==> src/rtl/hazard_ctrl.sv <==
// Pipeline hazard controller: load-use stalls, multi-cycle MUL occupancy of ID,
// taken-branch IF/ID flush, and a saturating count of stall cycles.
module hazard_ctrl #(
  parameter int unsigned MUL_LAT = 4  // cycles a MUL occupies ID, legal 2..15
) (
  input  logic        clk_i,
  input  logic        rst_i,
  input  logic [4:0]  ID_RS1_i,
  input  logic [4:0]  ID_RS2_i,
  input  logic        ID_UseRS1_i,
  input  logic        ID_UseRS2_i,
  input  logic        ID_IsMul_i,
  input  logic        Branch_taken_i,
  input  logic        EX_MemRead_i,
  input  logic [4:0]  EX_RegisterRd_i,
  output logic        PCWrite_o,
  output logic        IFIDWrite_o,
  output logic        IFIDFlush_o,
  output logic        IDEXBubble_o,
  output logic        MulStart_o,
  output logic        MulBusy_o,
  output logic [31:0] StallCount_o
);

  typedef enum logic {
    IDLE,
    MUL_BUSY
  } state_t;

  // Counter preload: the launch cycle is itself a stall, so the busy phase
  // holds MUL_LAT-1 cycles, the last of which releases the pipeline.
  localparam logic [3:0] MUL_CNT_INIT = 4'(MUL_LAT - 1);

  state_t      state;
  state_t      state_next;
  logic [3:0]  cnt;
  logic [3:0]  cnt_next;
  logic [31:0] stall_count;
  logic        lu;
  logic        stall;

  // Load-use hazard: the load in EX writes a register the ID instruction reads.
  // x0 is hardwired to zero, so a load targeting it never creates a dependency.
  assign lu = EX_MemRead_i && (EX_RegisterRd_i != 5'd0) &&
              ((ID_UseRS1_i && (EX_RegisterRd_i == ID_RS1_i)) ||
               (ID_UseRS2_i && (EX_RegisterRd_i == ID_RS2_i)));

  // Next-state and output decode; priority is load-use, then MUL, then branch.
  always_comb begin
    // NOTE: every signal written here gets a default first so that no path
    // leaves one unassigned, which would otherwise infer a latch.
    state_next  = state;
    cnt_next    = cnt;
    stall       = 1'b0;
    IFIDFlush_o = 1'b0;
    MulStart_o  = 1'b0;
    MulBusy_o   = 1'b0;

    if (!rst_i) begin
      unique case (state)
        IDLE: begin
          if (lu) begin
            stall = 1'b1;
          end else if (ID_IsMul_i) begin
            stall      = 1'b1;
            MulStart_o = 1'b1;
            cnt_next   = MUL_CNT_INIT;
            state_next = MUL_BUSY;
          end else if (Branch_taken_i) begin
            IFIDFlush_o = 1'b1;
          end
        end

        MUL_BUSY: begin
          MulBusy_o = 1'b1;
          if (cnt > 4'd1) begin
            stall    = 1'b1;
            cnt_next = cnt - 4'd1;
          end else begin
            // cnt==1 is the release cycle; cnt==0 cannot occur here but is
            // treated the same so the FSM can never lock up.
            cnt_next   = 4'd0;
            state_next = IDLE;
          end
        end

        default: begin
          state_next = IDLE;
          cnt_next   = 4'd0;
        end
      endcase
    end
  end

  assign PCWrite_o    = !stall;
  assign IFIDWrite_o  = !stall;
  assign IDEXBubble_o = stall;
  // The count is masked while reset is held so every output reads as idle.
  assign StallCount_o = rst_i ? 32'd0 : stall_count;

  // State register and MUL occupancy counter.
  always_ff @(posedge clk_i) begin
    // NOTE: sequential state uses non-blocking assignments so every register
    // samples pre-edge values regardless of block evaluation order.
    if (rst_i) begin
      state <= IDLE;
      cnt   <= 4'd0;
    end else begin
      state <= state_next;
      cnt   <= cnt_next;
    end
  end

  // Saturating stall-cycle counter; holds at all-ones instead of wrapping.
  always_ff @(posedge clk_i) begin
    if (rst_i) begin
      stall_count <= 32'd0;
    end else if (stall && (stall_count != 32'hFFFF_FFFF)) begin
      stall_count <= stall_count + 32'd1;
    end
  end

endmodule

==> config.mk <==
export PLATFORM = sky130hd
export DESIGN_NAME = hazard_ctrl
export DESIGN_NICKNAME = d
export VERILOG_FILES = /design/src/rtl/hazard_ctrl.sv
export SDC_FILE = /design/constraint.sdc
export NUM_CORES = 1
export LEC_CHECK = 0
export CORE_ASPECT_RATIO = 0.75
export CORE_MARGIN = 5
export CORE_UTILIZATION = 45
export CTS_CLUSTER_DIAMETER = 120
export DETAILED_ROUTE_END_ITERATION = 10
export GPL_ROUTABILITY_DRIVEN = 0
export GPL_TIMING_DRIVEN = 0
export PLACE_DENSITY_LB_ADDON = 0.1
export SETUP_SLACK_MARGIN = 0.4
export SLEW_MARGIN = 20
export SYNTH_ARGS = -nofsm -noshare
export SYNTH_HDL_FRONTEND = slang
export SYNTH_SLANG_ARGS = --single-unit
==> constraint.sdc <==
create_clock -name clk_i -period 2.35 [get_ports clk_i]
set_clock_uncertainty 0.2 [all_clocks]
set_input_delay 0.3525 -clock clk_i [delete_from_list [all_inputs] [get_ports clk_i]]
set_output_delay 0.3525 -clock clk_i [all_outputs]
set_load 0.01 [all_outputs]
==> flow_metrics.env, run 1 <==
export IMPL_cts_root_buf="clkbuf_8"
export IMPL_cts_max_level=2
export IMPL_ys_seq_elements=37
export IMPL_vias_per_cell=6.28
export IMPL_p_switching_uw=500
export IMPL_finalNetCount=449
export IMPL_cts_made_buffers=5
export IMPL_utilization=0.788
export IMPL_synth_ff_type="dfxtp_1"
export IMPL_async_flop_share=0
export IMPL_fin_ws_ns=-0.0661
export IMPL_fin_crit_sh=1.03
export IMPL_detail_route_wl_per_cell_um=20.4
export IMPL_whs_path_depth=3
export IMPL_dpl_hpwl_mm=5.31
export IMPL_r2r_start="stall_count[1]"
export IMPL_hold_start="rst_i"
export IMPL_syn_nets=335
export IMPL_finalSetupViolations=5
export IMPL_start_kind="input pin"
export IMPL_mostFrequentLayoutCells="buf_4 (33), nor2b_1 (31), dlygate4sd2_1 (26), nand4_1 (21), buf_6 (21)"
export IMPL_cp_data_arrival_time_ns=1.86
export IMPL_hp_class="in2reg"
export IMPL_fin_cells=500
export IMPL_track_usage=0.263
export IMPL_diodes=0
export IMPL_insertion_delay_ns=0.32
export IMPL_clockPowerShare=0.327
export IMPL_nFillCells=333
export IMPL_synth_enable_flop_cells=0
export IMPL_die_area_um2=6870
export IMPL_timing_rr_end="stall_count[21]"
export IMPL_port_buffers=58
export IMPL_power_density_nw_per_um2=394
export IMPL_final_common_cell="buf_4"
export IMPL_p_int_uw=1130
export IMPL_period_minus_slack_ns=2.42
export IMPL_ff2ff_setup_slack_ns=0
export IMPL_syn_inst=310
export IMPL_ios=60
export IMPL_routed_wl_mm=10.2
export IMPL_drv_slew=0
export IMPL_outcome="finished, violations left"
export IMPL_start_util=0.455
export IMPL_end_kind="output pin"
export IMPL_finalSetupTns_ns=-0.162
export IMPL_ant_nets=0
export IMPL_grt_pass1_vias=2866
export IMPL_syn_avg_cell_area_um2=7.69
export IMPL_rsz0062_at_grt="true"
export IMPL_maxCapViolCount=0
export IMPL_violations="negative setup slack"
export IMPL_antenna_found_initial=0
export IMPL_yosysUniqueCellTypes=42
export IMPL_synth_cell_area_um2=2380
export IMPL_clk_path_buf_depth=2
export IMPL_first_pass_iters=7
export IMPL_syn2layout_area_growth_pct=73.2
export IMPL_clock_sinks=37
export IMPL_power_frac_seq=0.405
export IMPL_fin_total_pwr_uw=1630
export IMPL_die_width_um=94.0
export IMPL_cts_tree="done"
export IMPL_core_um2=5240
export IMPL_yosys_warnings=0
export IMPL_p_leak_uw=0.00185
export IMPL_clkTransAtPathRegs_ns=0.07
export IMPL_hold_slack_ns=0.264
export IMPL_min_to="stall_count[4]"
export IMPL_p_sw_frac=0.307
export IMPL_r2r_cells=9
export IMPL_slew_headroom=0.493
export IMPL_layout_drive_gt1_share=0.442
export IMPL_rows=23
export IMPL_critPathRequiredTime_ns=1.80
export IMPL_timing_worst_setup_path_type="in2out"
export IMPL_grt_first_pass_wirelength_mm=14.1
export IMPL_max_freq_mhz=414
export IMPL_drc=0
export IMPL_ir_worst_vdd_mv=0.245
export IMPL_place_inst=443
export IMPL_die_y_um=73.0
export IMPL_dr_first_iter_drc_count=308
export IMPL_via_count=3138
export IMPL_grt_ovfl_total=0
export IMPL_grt_max_degree=12
export IMPL_cp_max_fo=3
export IMPL_hold_viol_final=0
export IMPL_p_comb_frac=0.269
export IMPL_worst_pin_slew_ns=0.761
export IMPL_synth_seq_area_share=0.311
## cell type report
type                            count  area [um^2]  area share
Buffer                             18          193      0.0467
Clock buffer                        7         96.3      0.0233
Clock inverter                      1         5.00     0.00121
Inverter                            6         25.0     0.00606
Multi-Input combinational cell    249         1940       0.471
Sequential cell                    37          790       0.191
Tap cell                           75         93.8      0.0227
Timing Repair Buffer              107          981       0.238
## stage by stage
stage,cell area (um^2),worst slack [ns]
detailed placement,3210,-0.996
global route,4130,-0.0991
floorplan,2530,0.144
CTS,3900,-0.0384
global placement,3210,-0.982
finish,4130,-0.0661
## worst max-delay path, cell delays in order
cell and delay, ns:
buf_6 0.09, xor2_1 0.15, nor4_2 0.33, a32oi_2 0.18, o21a_1 0.24, clkbuf_8 0.15, nand2b_4 0.15, buf_6 0.11
buf_6 0.11
## worst max path at each step
stage                                 to  cells past startpoint          startpoint
final                          PCWrite_o                      9         ID_RS1_i[1]
after floorplan           stall_count[6]                      6  EX_RegisterRd_i[1]
after global routing           PCWrite_o                      9  EX_RegisterRd_i[1]
after CTS                      PCWrite_o                      9         ID_RS1_i[1]
after detailed placement       PCWrite_o                      8  EX_RegisterRd_i[1]
after global placement         PCWrite_o                      8  EX_RegisterRd_i[1]
## state kept, by name, indices dropped and copies added (netlist names)
signal / count
cnt: 4
stall_count: 32
state: 1
## timing repair
item,CTS,global route
hold buffers,0,0
endpoints found under the setup margin,75,50
cloned,2,1
setup buffers,41,5
pin swaps,42,29
gates resized for setup,196,64
## synthesized netlist by cell type, drive strengths merged (2+ instances only)
library cell / instances / area, um^2
or2: 2 / 12.5
clkbuf: 14 / 52.6
a21oi: 16 / 80.1
inv: 6 / 22.5
a311oi: 2 / 17.5
nand2: 20 / 75.1
xor2: 8 / 70.1
o21a: 2 / 15.0
and4: 2 / 17.5
a21o: 2 / 15.0
nor4: 7 / 50.1
nor2b: 34 / 213
or4: 8 / 60.1
nor3: 8 / 45.0
buf: 4 / 35.0
mux2: 9 / 101
nand3: 16 / 80.1
nor2: 21 / 78.8
and2: 5 / 31.3
nand4: 21 / 131
o21ai: 25 / 125
or3: 16 / 100
nand3b: 2 / 15.0
a31oi: 2 / 12.5
nand2b: 3 / 18.8
and3: 6 / 37.5
xnor2: 2 / 17.5
ha: 3 / 37.5
dfxtp: 37 / 741
## kinds of logic after synthesis
kind of cell / synth area share
buffers and inverters: 0.0462
multiplexers: 0.0425
AND/OR/NAND/NOR: 0.417
adder cells (fa/ha/maj): 0.0157
AO/OA/AOI/OAI: 0.131
flip-flops: 0.311
XOR/XNOR: 0.0367
## metal layers
layer	part of all wire	vias to the layer above	routed length (um)	global-route usage
met1	0.40	1478	4110	0.340
met2	0.44	247	4450	0.412
met4	0.051	0	520	0.127
met3	0.11	51	1110	0.0670
li1	-	1362	-	-
met5	0	-	0	0
## power by group through the flow
| stage | Sequential (uW) | Clock [uW] | Combinational, uW |
|---|---|---|---|
| floorplan | 668 | 0 | 179 |
| global placement | 672 | 0 | 283 |
| detailed placement | 672 | 0 | 287 |
| CTS | 658 | 518 | 376 |
| global route | 658 | 557 | 458 |
| finish | 658 | 531 | 437 |
Power figures use the tool's default switching activity.
==> run 2, diff against run 1 <==
Settings changed: CORE_MARGIN 5 to 2, CORE_UTILIZATION 45 to 49.
Clock period 2.35 ns to 2.4 ns, I/O delays scaled along.
==> flow_metrics.env, run 2 (synthesis results as in run 1) <==
export IMPL_syn2layout_area_growth_pct=74.9
export IMPL_via_count=3402
export IMPL_dr_first_iter_drc_count=572
export IMPL_cts_hold_buf=0
export IMPL_cts_made_buffers=5
export IMPL_cp_max_fo=3
export IMPL_start_util=0.521
export IMPL_timing_worst_setup_path_type="in2out"
export IMPL_final_cell_area_um2=4170
export IMPL_reg_top3="stall_count (32), cnt (4), state (1)"
export IMPL_antenna_found_initial=0
export IMPL_grt_ovfl_total=0
export IMPL_critPathRequiredTime_ns=1.84
export IMPL_die_width_um=84.5
export IMPL_core_um2=4570
export IMPL_grt_first_pass_wirelength_mm=15.3
export IMPL_mostFrequentLayoutCells="buf_6 (33), nor2b_1 (32), dlygate4sd2_1 (30), buf_4 (22), nand4_1 (21)"
export IMPL_place_area_um2=3180
export IMPL_largest_reg_flops=32
export IMPL_grt_pass1_vias=3058
export IMPL_hold_slack_ns=0.298
export IMPL_ant_nets=0
export IMPL_ios=60
export IMPL_ir_worst_vdd_mv=0.399
export IMPL_grt_max_degree=12
export IMPL_outcome="finished, violations left"
export IMPL_max_freq_mhz=393
export IMPL_finalNetCount=451
export IMPL_drv_slew=0
export IMPL_violations="negative setup slack"
export IMPL_slew_headroom=0.427
export IMPL_start_kind="input pin"
export IMPL_cts_root_buf="clkbuf_8"
export IMPL_detail_route_wl_per_cell_um=25.5
export IMPL_first_pass_iters=8
export IMPL_end_kind="output pin"
export IMPL_hold_viol_final=0
export IMPL_drc=0
export IMPL_cts_max_level=2
export IMPL_nFillCells=187
export IMPL_final_common_cell="buf_6"
export IMPL_rows=21
export IMPL_die_area_um2=5440
export IMPL_place_inst=425
export IMPL_fin_ws_ns=-0.143
export IMPL_cp_data_arrival_time_ns=1.98
export IMPL_finalSetupViolations=22
export IMPL_die_y_um=64.4
export IMPL_vias_per_cell=7.03
export IMPL_clk_path_buf_depth=2
export IMPL_maxCapViolCount=0
export IMPL_clkTransAtPathRegs_ns=0.08
export IMPL_insertion_delay_ns=0.30
export IMPL_port_buffers=58
export IMPL_period_minus_slack_ns=2.54
export IMPL_dpl_hpwl_mm=5.19
export IMPL_utilization=0.912
export IMPL_track_usage=0.356
export IMPL_worst_pin_slew_ns=0.860
export IMPL_clock_sinks=37
export IMPL_layout_drive_gt1_share=0.438
export IMPL_rsz0062_at_grt="true"
export IMPL_routed_wl_mm=12.3
export IMPL_top_register="stall_count"
export IMPL_hold_start="rst_i"
export IMPL_p_leak_uw=0.00186
export IMPL_cp_startpoint="ID_RS2_i[1]"
export IMPL_power_density_nw_per_um2=378
export IMPL_cts_tree="done"
export IMPL_fin_crit_sh=1.06
export IMPL_r2r_start="stall_count[4]"
export IMPL_fin_cells=484
export IMPL_diodes=0
export IMPL_hp_class="in2reg"
[run 2: layout make-up]
class                   instances  area [um^2]  area share
repair buffers                109         1040       0.250
clock inverters                 2         10.0     0.00240
clock buffers                   6         72.6      0.0174
multi-input cells             249         1980       0.475
well taps                      57         71.3      0.0171
inverters                       6         22.5     0.00540
flip-flops and latches         37          769       0.185
plain buffers                  18          199      0.0477
[run 2: final timing paths]
kind | end | slack, ns | cells past startpoint
worst max register to register | stall_count[29] | -0.01 | 7
worst min register to register | stall_count[8] | 0.36 | 2
worst min-delay path | stall_count[25] | 0.30 | 3
worst max-delay path | PCWrite_o | -0.14 | 9
[run 2: per-layer routing]
| layer | wire, um | vias to the layer above | global-route usage |
|---|---|---|---|
| met2 | 5230 | 375 | 0.577 |
| li1 | - | 1362 | - |
| met5 | 0 | - | 0 |
| met1 | 4430 | 1541 | 0.414 |
| met4 | 944 | 0 | 0.185 |
| met3 | 1740 | 124 | 0.128 |
[run 2: power breakdown]
part           total, uW  internal (uW)  switching, uW
logic                476            234            243
clock network        452            202            250
registers            646            629           17.4
total               1570           1060            510
[run 2: timing repair]
action,4_1_cts,5_1_grt
pin swaps,28,32
buffers inserted,36,10
gates resized for setup,180,77
gates cloned,3,2
endpoints found under the setup margin,75,47
[run 2: metrics by stage]
stage,power [uW],setup TNS (ns),setup slack (ns)
CTS,1460,-0.0248,-0.0248
detailed placement,938,-24.57,-0.912
floorplan,829,0,0.187
global route,1600,-2.37,-0.166
global placement,934,-23.19,-0.906
finish,1570,-2.06,-0.143
[run 2: critical path: stages]
cell           delay, ns
dlygate4sd2_1       0.26
xor2_1              0.15
nor4_2              0.33
a32oi_2             0.13
o21a_1              0.24
clkbuf_8            0.15
nand2b_4            0.15
buf_6               0.11
buf_6               0.11
